## src/rtl/ma_xif_router_pkg.sv

```systemverilog
// Shared configuration, types and opcode decode for the CV-X-IF router.
// Optional result register slice: MA_XIF_ROUTER_RESULT_REG_EN.
package ma_xif_router_pkg;

    localparam int unsigned NUM_ACC  = 2;
    localparam int unsigned ID_WIDTH = 4;
    localparam int unsigned NUM_RS   = 2;
    localparam int unsigned XLEN     = 64;
    localparam int unsigned ID_DEPTH = 2 ** ID_WIDTH;
    localparam int unsigned CH_W     = (NUM_ACC > 1) ? $clog2(NUM_ACC) : 1;

    typedef logic [6:0] opcode_t;

    // Major opcode owned by each channel, index 0 in the LSBs.
    localparam opcode_t [NUM_ACC-1:0] OPCODES = {7'h2B, 7'h0B};

    typedef struct packed {
        logic            valid;
        logic [CH_W-1:0] ch_idx;
    } id_entry_t;

    typedef struct packed {
        logic            hit;
        logic [CH_W-1:0] idx;
    } decode_t;

    typedef struct packed {
        logic [ID_WIDTH-1:0] id;
        logic [XLEN-1:0]     data;
        logic [4:0]          rd;
        logic                we;
    } res_payload_t;

    // Scans downwards so the lowest matching channel is the last one written.
    function automatic decode_t opcode_decode(input opcode_t op);
        decode_t d;
        d = '0;
        for (int i = int'(NUM_ACC) - 1; i >= 0; i--) begin
            if (op == OPCODES[i]) begin
                d.hit = 1'b1;
                d.idx = CH_W'(i);
            end
        end
        return d;
    endfunction

endpackage

```

## src/rtl/ma_xif_rr_arbiter.sv

```systemverilog
// Round-robin arbiter over NUM_ACC requesters; a locked grant is held until
// acknowledged, and the search restarts after the last acknowledged channel.
module ma_xif_rr_arbiter
    import ma_xif_router_pkg::*;
(
    input  logic               clk,
    input  logic               rst_n,
    input  logic [NUM_ACC-1:0] req_i,
    input  logic               lock_i,
    input  logic               ack_i,
    output logic [NUM_ACC-1:0] gnt_onehot_o,
    output logic [CH_W-1:0]    gnt_idx_o
);

    logic [CH_W-1:0] ptr_q, ptr_d;
    logic [CH_W-1:0] held_q, held_d;
    logic            locked_q, locked_d;
    logic [CH_W-1:0] pick_idx;
    logic [CH_W-1:0] cand;
    logic            found;
    logic            gnt_valid;

    // First requester at or after the pointer, wrapping around.
    always_comb begin
        found    = 1'b0;
        pick_idx = ptr_q;
        cand     = ptr_q;
        for (int i = 0; i < int'(NUM_ACC); i++) begin
            cand = CH_W'((int'(ptr_q) + i) % int'(NUM_ACC));
            if (!found && req_i[cand]) begin
                found    = 1'b1;
                pick_idx = cand;
            end
        end
    end

    assign gnt_idx_o    = locked_q ? held_q : pick_idx;
    assign gnt_valid    = locked_q ? req_i[held_q] : found;
    assign gnt_onehot_o = gnt_valid ? (NUM_ACC'(1) << gnt_idx_o) : '0;

    always_comb begin
        ptr_d    = ptr_q;
        held_d   = gnt_idx_o;
        locked_d = lock_i && gnt_valid;
        if (ack_i) begin
            ptr_d = (gnt_idx_o == CH_W'(NUM_ACC - 1)) ? '0 : gnt_idx_o + CH_W'(1);
        end
    end

    always_ff @(posedge clk or negedge rst_n) begin
        if (!rst_n) begin
            ptr_q    <= '0;
            held_q   <= '0;
            locked_q <= 1'b0;
        end else begin
            ptr_q    <= ptr_d;
            held_q   <= held_d;
            locked_q <= locked_d;
        end
    end

endmodule

```

## src/rtl/ma_xif_router.sv

```systemverilog
// Fans one core CV-X-IF port out to NUM_ACC coprocessors with ID ownership tracking.
// Define MA_XIF_ROUTER_RESULT_REG_EN to add a register slice on the core result side.
module ma_xif_router
    import ma_xif_router_pkg::*;
(
    input  logic                                       clk,
    input  logic                                       rst_n,
    // core issue
    input  logic                                       c_issue_valid_i,
    output logic                                       c_issue_ready_o,
    input  logic [31:0]                                c_issue_instr_i,
    input  logic [ID_WIDTH-1:0]                        c_issue_id_i,
    output logic                                       c_issue_accept_o,
    output logic                                       c_issue_writeback_o,
    // core register
    input  logic                                       c_reg_valid_i,
    output logic                                       c_reg_ready_o,
    input  logic [ID_WIDTH-1:0]                        c_reg_id_i,
    input  logic [NUM_RS-1:0][XLEN-1:0]                c_reg_rs_i,
    input  logic [NUM_RS-1:0]                          c_reg_rs_valid_i,
    // core commit
    input  logic                                       c_commit_valid_i,
    input  logic [ID_WIDTH-1:0]                        c_commit_id_i,
    input  logic                                       c_commit_kill_i,
    // core result
    output logic                                       c_res_valid_o,
    input  logic                                       c_res_ready_i,
    output logic [ID_WIDTH-1:0]                        c_res_id_o,
    output logic [XLEN-1:0]                            c_res_data_o,
    output logic [4:0]                                 c_res_rd_o,
    output logic                                       c_res_we_o,
    // accelerator issue
    output logic [NUM_ACC-1:0]                         a_issue_valid_o,
    input  logic [NUM_ACC-1:0]                         a_issue_ready_i,
    output logic [NUM_ACC-1:0][31:0]                   a_issue_instr_o,
    output logic [NUM_ACC-1:0][ID_WIDTH-1:0]           a_issue_id_o,
    input  logic [NUM_ACC-1:0]                         a_issue_accept_i,
    input  logic [NUM_ACC-1:0]                         a_issue_writeback_i,
    // accelerator register
    output logic [NUM_ACC-1:0]                         a_reg_valid_o,
    input  logic [NUM_ACC-1:0]                         a_reg_ready_i,
    output logic [NUM_ACC-1:0][ID_WIDTH-1:0]           a_reg_id_o,
    output logic [NUM_ACC-1:0][NUM_RS-1:0][XLEN-1:0]   a_reg_rs_o,
    output logic [NUM_ACC-1:0][NUM_RS-1:0]             a_reg_rs_valid_o,
    // accelerator commit
    output logic [NUM_ACC-1:0]                         a_commit_valid_o,
    output logic [NUM_ACC-1:0][ID_WIDTH-1:0]           a_commit_id_o,
    output logic [NUM_ACC-1:0]                         a_commit_kill_o,
    // accelerator result
    input  logic [NUM_ACC-1:0]                         a_res_valid_i,
    output logic [NUM_ACC-1:0]                         a_res_ready_o,
    input  logic [NUM_ACC-1:0][ID_WIDTH-1:0]           a_res_id_i,
    input  logic [NUM_ACC-1:0][XLEN-1:0]               a_res_data_i,
    input  logic [NUM_ACC-1:0][4:0]                    a_res_rd_i,
    input  logic [NUM_ACC-1:0]                         a_res_we_i,
    output logic                                       err_o
);

    id_entry_t           table_q [ID_DEPTH];
    id_entry_t           table_d [ID_DEPTH];
    logic                err_q, err_d;

    decode_t             dec;
    logic                issue_alloc;
    id_entry_t           reg_owner;
    id_entry_t           cm_owner;
    logic                commit_free;

    logic [NUM_ACC-1:0]  gnt_onehot;
    logic [CH_W-1:0]     gnt_idx;
    logic                gnt_valid;
    logic                acc_hs;
    res_payload_t        sel_pl;
    logic                res_free;
    logic [ID_WIDTH-1:0] res_free_id;

    assign dec = opcode_decode(c_issue_instr_i[6:0]);

    // Payloads are broadcast; only the valid strobes are steered.
    assign a_issue_instr_o  = {NUM_ACC{c_issue_instr_i}};
    assign a_issue_id_o     = {NUM_ACC{c_issue_id_i}};
    assign a_reg_id_o       = {NUM_ACC{c_reg_id_i}};
    assign a_reg_rs_o       = {NUM_ACC{c_reg_rs_i}};
    assign a_reg_rs_valid_o = {NUM_ACC{c_reg_rs_valid_i}};
    assign a_commit_id_o    = {NUM_ACC{c_commit_id_i}};
    assign a_commit_kill_o  = {NUM_ACC{c_commit_kill_i}};

    // Issue steering; unowned opcodes are rejected locally in the same cycle.
    always_comb begin
        a_issue_valid_o     = '0;
        c_issue_ready_o     = c_issue_valid_i;
        c_issue_accept_o    = 1'b0;
        c_issue_writeback_o = 1'b0;
        if (dec.hit) begin
            a_issue_valid_o[dec.idx] = c_issue_valid_i;
            c_issue_ready_o          = a_issue_ready_i[dec.idx];
            c_issue_accept_o         = a_issue_accept_i[dec.idx];
            c_issue_writeback_o      = a_issue_writeback_i[dec.idx];
        end
    end

    assign issue_alloc = c_issue_valid_i && c_issue_ready_o && c_issue_accept_o;

    // Register steering with bypass of an accept happening this same cycle.
    always_comb begin
        reg_owner     = table_q[c_reg_id_i];
        a_reg_valid_o = '0;
        c_reg_ready_o = c_reg_valid_i;
        if (issue_alloc && (c_issue_id_i == c_reg_id_i)) begin
            reg_owner = '{valid: 1'b1, ch_idx: dec.idx};
        end
        if (reg_owner.valid) begin
            a_reg_valid_o[reg_owner.ch_idx] = c_reg_valid_i;
            c_reg_ready_o                   = a_reg_ready_i[reg_owner.ch_idx];
        end
    end

    always_comb begin
        cm_owner         = table_q[c_commit_id_i];
        a_commit_valid_o = '0;
        if (cm_owner.valid) begin
            a_commit_valid_o[cm_owner.ch_idx] = c_commit_valid_i;
        end
    end

    assign commit_free = c_commit_valid_i && cm_owner.valid && c_commit_kill_i;

    ma_xif_rr_arbiter u_arb (
        .clk          (clk),
        .rst_n        (rst_n),
        .req_i        (a_res_valid_i),
        .lock_i       (gnt_valid && !acc_hs),
        .ack_i        (acc_hs),
        .gnt_onehot_o (gnt_onehot),
        .gnt_idx_o    (gnt_idx)
    );

    assign gnt_valid = |gnt_onehot;
    assign sel_pl    = '{id:   a_res_id_i[gnt_idx],
                         data: a_res_data_i[gnt_idx],
                         rd:   a_res_rd_i[gnt_idx],
                         we:   a_res_we_i[gnt_idx]};

`ifdef MA_XIF_ROUTER_RESULT_REG_EN
    res_payload_t slice_q;
    logic         slice_full_q;
    logic         slice_take;

    // Slice accepts a new beat whenever it is empty or draining this cycle.
    assign slice_take    = !slice_full_q || c_res_ready_i;
    assign acc_hs        = gnt_valid && slice_take;
    assign a_res_ready_o = slice_take ? gnt_onehot : '0;
    assign c_res_valid_o = slice_full_q;
    assign c_res_id_o    = slice_q.id;
    assign c_res_data_o  = slice_q.data;
    assign c_res_rd_o    = slice_q.rd;
    assign c_res_we_o    = slice_q.we;
    assign res_free      = slice_full_q && c_res_ready_i;
    assign res_free_id   = slice_q.id;

    always_ff @(posedge clk or negedge rst_n) begin
        if (!rst_n) begin
            slice_q      <= '0;
            slice_full_q <= 1'b0;
        end else if (acc_hs) begin
            slice_q      <= sel_pl;
            slice_full_q <= 1'b1;
        end else if (c_res_ready_i) begin
            slice_full_q <= 1'b0;
        end
    end
`else
    assign acc_hs        = gnt_valid && c_res_ready_i;
    assign a_res_ready_o = c_res_ready_i ? gnt_onehot : '0;
    assign c_res_valid_o = gnt_valid;
    assign c_res_id_o    = sel_pl.id;
    assign c_res_data_o  = sel_pl.data;
    assign c_res_rd_o    = sel_pl.rd;
    assign c_res_we_o    = sel_pl.we;
    assign res_free      = acc_hs;
    assign res_free_id   = sel_pl.id;
`endif

    // Frees first, then allocation, so a same-cycle allocate wins.
    always_comb begin
        table_d = table_q;
        err_d   = err_q;
        if (commit_free) begin
            table_d[c_commit_id_i].valid = 1'b0;
        end
        if (res_free) begin
            table_d[res_free_id].valid = 1'b0;
        end
        if (issue_alloc) begin
            if (table_d[c_issue_id_i].valid) begin
                err_d = 1'b1;
            end
            table_d[c_issue_id_i] = '{valid: 1'b1, ch_idx: dec.idx};
        end
    end

    always_ff @(posedge clk or negedge rst_n) begin
        if (!rst_n) begin
            for (int i = 0; i < int'(ID_DEPTH); i++) begin
                table_q[i] <= '0;
            end
            err_q <= 1'b0;
        end else begin
            table_q <= table_d;
            err_q   <= err_d;
        end
    end

    assign err_o = err_q;

endmodule

```

## config.mk

```make
export PLATFORM = sky130hd
export DESIGN_NAME = ma_xif_router
export DESIGN_NICKNAME = d
export VERILOG_FILES = /design/src/rtl/ma_xif_router_pkg.sv /design/src/rtl/ma_xif_rr_arbiter.sv /design/src/rtl/ma_xif_router.sv
export SDC_FILE = /design/constraint.sdc
export NUM_CORES = 1
export LEC_CHECK = 0
export ABC_CLOCK_PERIOD_IN_PS = 2500
export CAP_MARGIN = 20
export CORE_AREA = 2 2 303 305
export CTS_CLUSTER_DIAMETER = 120
export DETAILED_ROUTE_END_ITERATION = 10
export DIE_AREA = 0 0 305 307
export GPL_TIMING_DRIVEN = 0
export SLEW_MARGIN = 20
export SYNTH_ARGS = -nofsm -noshare
export SYNTH_HDL_FRONTEND = slang
export SYNTH_HIERARCHICAL = 1
export SYNTH_SLANG_ARGS = --single-unit
```

## constraint.sdc

```tcl
create_clock -name clk -period 2.5 [get_ports clk]
set_clock_uncertainty 0.05 [all_clocks]
set_input_delay 0.375 -clock clk [delete_from_list [all_inputs] [get_ports clk]]
set_output_delay 0.375 -clock clk [all_outputs]
set_load 0.02 [all_outputs]
```

== Word level (Yosys, flattened, before mapping) ==
Index checks and enable logic that the tools add are counted.

* Register bits: 36
* Bits of input ports: 339
* Output and inout port bits: 438
* Word-level logic and storage cells: 152

* Add/subtract/negate cells: 2
* Order comparisons: 17
* Equality and inequality tests: 3
* Shifts and indexed selects: 1
* Muxes and demuxes: 67
* Bitwise logic cells: 7
* Reduce and logical (&&, ||, !) cells: 19

{| class="wikitable"
|+ Operators by type and width
! operator !! count
|-
| two-way mux 64 bit || 2
|-
| bitwise mux 32 bit || 3
|-
| two-way mux 32 bit || 3
|-
| two-way mux 2 bit || 17
|-
| two-way mux 1 bit || 29
|-
| binary-select mux 2 bit (select 4 bit) || 3
|-
| demux 2 bit (select 4 bit) || 3
|-
| >= comparator 5 bit, second input constant || 4
|-
| inverter 4 -> 5 bit || 4
|-
| logical AND 1 bit || 15
|-
| less-than comparator 5 x 1 -> 1 bit, second input constant || 3
|-
| less-than comparator 1 x 2 -> 1 bit, second input constant || 7
|-
| two-way mux 5 bit || 2
|-
| two-way mux 4 bit || 2
|-
| == test 7 x 4 -> 1 bit, second input constant || 1
|-
| == test 7 x 6 -> 1 bit, second input constant || 1
|-
| AND 2 bit || 3
|-
| == test 4 bit || 1
|-
| demux 1 bit (select 1 bit) || 3
|-
| >= comparator 1 bit, second input constant || 3
|-
| adder 1 bit, second input constant || 2
|-
| logical NOT 1 bit || 2
|-
| AND reduction 2 bit || 1
|-
| OR reduction 2 bit || 1
|-
| left shift 1 x 1 -> 2 bit, first input constant || 1
|}

== Depth between registers and ports, before layout ==
* Depth after elaboration: 20
* Mapped depth: 11
* Depth with buffers taken out: 10

== By module ==
Netlist, hierarchy kept.

{| class="wikitable"
|+ Modules (own cells, without submodules)
! module !! times used !! cells an instance !! area each (um^2) !! sequential area each (um^2)
|-
| ma_xif_router || 1 || 684 || 6038.3 || 825.8
|-
| ma_xif_rr_arbiter || 1 || 23 || 182.7 || 75.1
|}

== Worst setup path before layout ==
No wires, ideal clock.

* Kind: input -> output
* From: input c_reg_id_i[0]
* To: output c_reg_ready_o
* Data arrival time: 2371 ps
* Required time: 2075 ps
* Setup slack: -296 ps
* Stages on the path: 6
* Buffers on the path: 1
* Path through: buf_6 mux4_1 mux4_2 mux2_4 mux2_4 mux2_2

* Cells in the longest elaborated chain, start to end: 8
* Elaborated cells between the ends (all ways): 10
* Those cells by class: eq/ne: 1; mux: 7; bitwise: 1; reduce/logical: 1

{| class="wikitable"
|+ RTL lines
! what !! RTL line !! source
|-
| start: declaration || ma_xif_router.sv:18 || <nowiki>input logic [ID_WIDTH-1:0] c_reg_id_i,</nowiki>
|-
| inverter 4 -> 5 bit (implied by the code) || ma_xif_router.sv:106 || <nowiki>reg_owner = table_q[c_reg_id_i];</nowiki>
|-
| binary-select mux 2 bit (select 4 bit) || ma_xif_router.sv:106 ||
|-
| two-way mux 2 bit (implied by the code) (2 in a row) || ma_xif_router.sv:106 ||
|-
| two-way mux 2 bit * || ma_xif_router.sv:109 || <nowiki>if (issue_alloc && (c_issue_id_i == c_reg_id_i)) begin</nowiki>
|-
| two-way mux 1 bit (implied by the code) (2 in a row) || ma_xif_router.sv:114 || <nowiki>c_reg_ready_o = a_reg_ready_i[reg_owner.ch_idx];</nowiki>
|-
| two-way mux 1 bit * || ma_xif_router.sv:112 || <nowiki>if (reg_owner.valid) begin</nowiki>
|-
| end: declaration || ma_xif_router.sv:17 || <nowiki>output logic c_reg_ready_o,</nowiki>
|}

Every way passes the cells marked *; elsewhere a longest branch is shown, timed or not. The select of a mux whose other input is x is not followed.

== Worst setup path after layout ==
* From: register table_q[2] (netlist name)
* To: output c_reg_ready_o

* Cells in the longest elaborated chain, start to end: 7

{| class="wikitable"
|+ RTL lines
! what !! RTL line !! source
|-
| start: declaration || ma_xif_router.sv:59 || <nowiki>id_entry_t table_q [ID_DEPTH];</nowiki>
|-
| start signal: assignment || ma_xif_router.sv:209 || <nowiki>table_q <= table_d;</nowiki>
|-
| binary-select mux 2 bit (select 4 bit) || ma_xif_router.sv:106 ||
|-
| two-way mux 2 bit (implied by the code) (2 in a row) || ma_xif_router.sv:106 ||
|-
| two-way mux 2 bit || ma_xif_router.sv:109 ||
|-
| two-way mux 1 bit (implied by the code) (2 in a row) || ma_xif_router.sv:114 ||
|-
| two-way mux 1 bit || ma_xif_router.sv:112 ||
|}

No other way between the ends. The select of a mux whose other input is x is not followed.

==> metrics.yaml <==
fmax_ghz: 0.324
final_core_util_pct: 17.1
path_clk_slew_ps: 60
cts_tree: "done"
crit_path_start_kind: "flop"
yosysMostFrequentCell: "buf_4"
p_comb_share_pct: 81.7
switchingPower_mw: 2.81
p_int_mw: 4.16
synth_flop_cell: "dfrtp_1"
fin_crit_sh_pct: 123
start_util_pct: 6.86
critPathArrivalTime_ps: 2660
yosysSeqAreaShare_pct: 14.5
drt_iter0_drc: 290
crit_path_frequent_cell: "mux2_4"
maxCapViolations: 0
p_total_mw: 6.97
slew_violations: 0
vias: 7306
worstPathRequired_ps: 2080
avgViaCountPerCell: 2.84
hp-class: "in -> reg"
setup_ws_ps: -587
antenna_left: 0
path_cells: "mux4_2, mux4_2, mux2_4, mux2_4, mux2_4, buf_6"
rsz0062_at_grt: "yes"
hold_viol: 0
root_buffer: "clkbuf_16"
pwr-share-seq_pct: 8.9
gp_congestion: 0.846
synth_nets: 1046
numClockSinks: 36
synth.top_cell.area_share_pct: 42.2
end_kind: "output port"
grt_pass1_vias: 7325
p_clk_share_pct: 9.4
power_density_nw_per_um2: 450
synth_area_um2: 6220
fp-row-count: 111
setup_viol: 49
io_pins: 777
synth_cells: 707
dr.pass1.iters: 4
p_leak_nw: 6.61
die_height_um: 307
cts-buffers-inserted: 5
violations: "setup timing"
antenna_found_initial: 5
fin_crit_ps: 3090
dp_hpwl_um: 40000
fin_hold_ws_ps: 396
yosys_warnings: 6
clock_path_buffers: 2
ir_drop_mv: 0.391
die_width_um: 305
core_area_um2: 90700
busiest_layer: "met2"
crit_fanout: 3
grt_pass1_wl_um: 57300
clk_latency_ps: 290
wl_per_cell_um: 17.3
synthTopCellsByCount: "buf_4 (350), mux2_2 (90), dfrtp_1 (36)"
synth-seq-cells: 36
globalRouteTotalUtil_pct: 8.75
io_buffers: 614
use_met1_pct: 10.8
synthToLayoutAreaGrowth_pct: 149
setup_tns_ps: -3270
switching_share_pct: 40.3
dieArea_um2: 93600
synth-edff-count: 0
grt_max_degree: 28
grt_overflow_total: 0
grt_util_met2_pct: 15.8
num-nets-final: 1722
wirelength_um: 44600
crit_type: "reg -> out"
htree_levels: 2
synth_top_area_cell: "buf_4"
ys_types: 50
critPathSlowestCell: "mux4_2"
cp_slowest_stage_delay_ps: 500
drc: 0
syn_area_per_cell_um2: 8.80
synth.top_cells.by_area: "buf_4 (42%), mux2_2 (16%), dfrtp_1 (14%)"
status: "complete, but fails checks"
drive_above_1_share_pct: 47.0
async_flop_share_pct: 100
worst_pin_slew_ps: 936
grt_use_met3_pct: 1.42
relSlewSlack_pct: 37.6
[flip-flops by register name, indices dropped and copies added (netlist names)]
| register | count |
|---|---|
| u_arb/locked_q | 1 |
| u_arb/held_q | 1 |
| err_o | 1 |
| u_arb/ptr_q | 1 |
| table_q | 32 |
[logic make-up (layout without fill, tap and decap cells)]
group / Yosys count / after routing / share of synthesized area, %
buf+inv: 382 / 1059 / 44.3
mux: 120 / 120 / 25.3
simple gates: 102 / 102 / 8.27
compound gates: 63 / 63 / 7.08
flops: 36 / 36 / 14.5
xor+xnor: 4 / 4 / 0.563
other cells: 0 / 4 / 0
[critical path: cells and delay by family, from the launching register on]
family | cells | cell delay, ps
mux | 5 | 1870
buf+inv | 1 | 130
flops | 1 | 390
[worst paths after layout]
path                                  start             end  slack, ps  cells after the start
setup / recovery                 table_q[2]   c_reg_ready_o       -590                      6
hold / removal             a_res_valid_i[1]  u_arb/locked_q        400                      3
setup reg to reg                u_arb/ptr_q           err_o       -110                     13
hold reg to reg                  table_q[0]      table_q[0]        480                      1
max in group asynchronous             rst_n     table_q[17]       1460                      3
min in group asynchronous             rst_n     table_q[11]        480                      2
[final cells by class]
class | count | area, µm²
Timing Repair Buffer | 675 | 7100
Fill cell | 10100 | 75200
Buffer | 368 | 2810
Clock buffer | 7 | 143
Sequential cell | 36 | 902
Inverter | 8 | 40.0
Tap cell | 1186 | 1480
Clock inverter | 1 | 7.51
Antenna cell | 4 | 10.0
Multi-Input combinational cell | 289 | 3000
[routing by layer]
layer	up-vias	share of wire, %	routed length [µm]
li1	3436	-	-
met1	3417	41	18200
met5	-	0	0
met4	0	2.0	913
met3	26	5.8	2580
met2	427	51	22900
[through the flow]
step / instances / setup slack (ps) / instance area [µm²]
2_1_floorplan: 707 / -225 / 6240
3_3_place_gp: 2507 / -2110 / 13900
3_5_place_dp: 2509 / -2100 / 13900
4_1_cts: 2555 / -591 / 15200
5_1_grt: 2574 / -657 / 15500
6_report: 2574 / -587 / 15500
[power groups by stage]
stage	Sequential, mW	Clock [mW]	Combinational, mW
global route	0.625	0.706	5.96
finish	0.622	0.655	5.69
global placement	0.638	0	4.27
floorplan	0.632	0	2.01
detailed placement	0.638	0	4.28
CTS	0.622	0.683	5.52
[timing repair]
| item | in CTS | in global routing |
|---|---|---|
| gates cloned | 4 | 0 |
| gates resized for setup | 697 | 89 |
| hold buffers | 1 | 0 |
| pin swaps | 6 | 8 |
| setup buffers | 34 | 23 |
| endpoints found under the setup margin | 105 | 97 |
| hold endpoints to repair | 9 | 0 |
[placed cells by master, fill, tap and decap left out, types with 5 or more instances in the layout]
master and n:
buf_8 31, clkdlybuf4s50_1 524, dlygate4sd2_1 7, nor2_1 29, buf_4 364, nand3_1 7
buf_6 81, buf_12 14, nand2_1 16, o21ai_0 18, nand3_2 5, clkbuf_1 7
nand2b_1 6, mux2i_1 8, inv_1 5, mux2_4 75, mux4_2 14, dfrtp_1 35
clkbuf_16 9, mux2_2 17, o211ai_1 14
(Power assumes the default switching activity.)
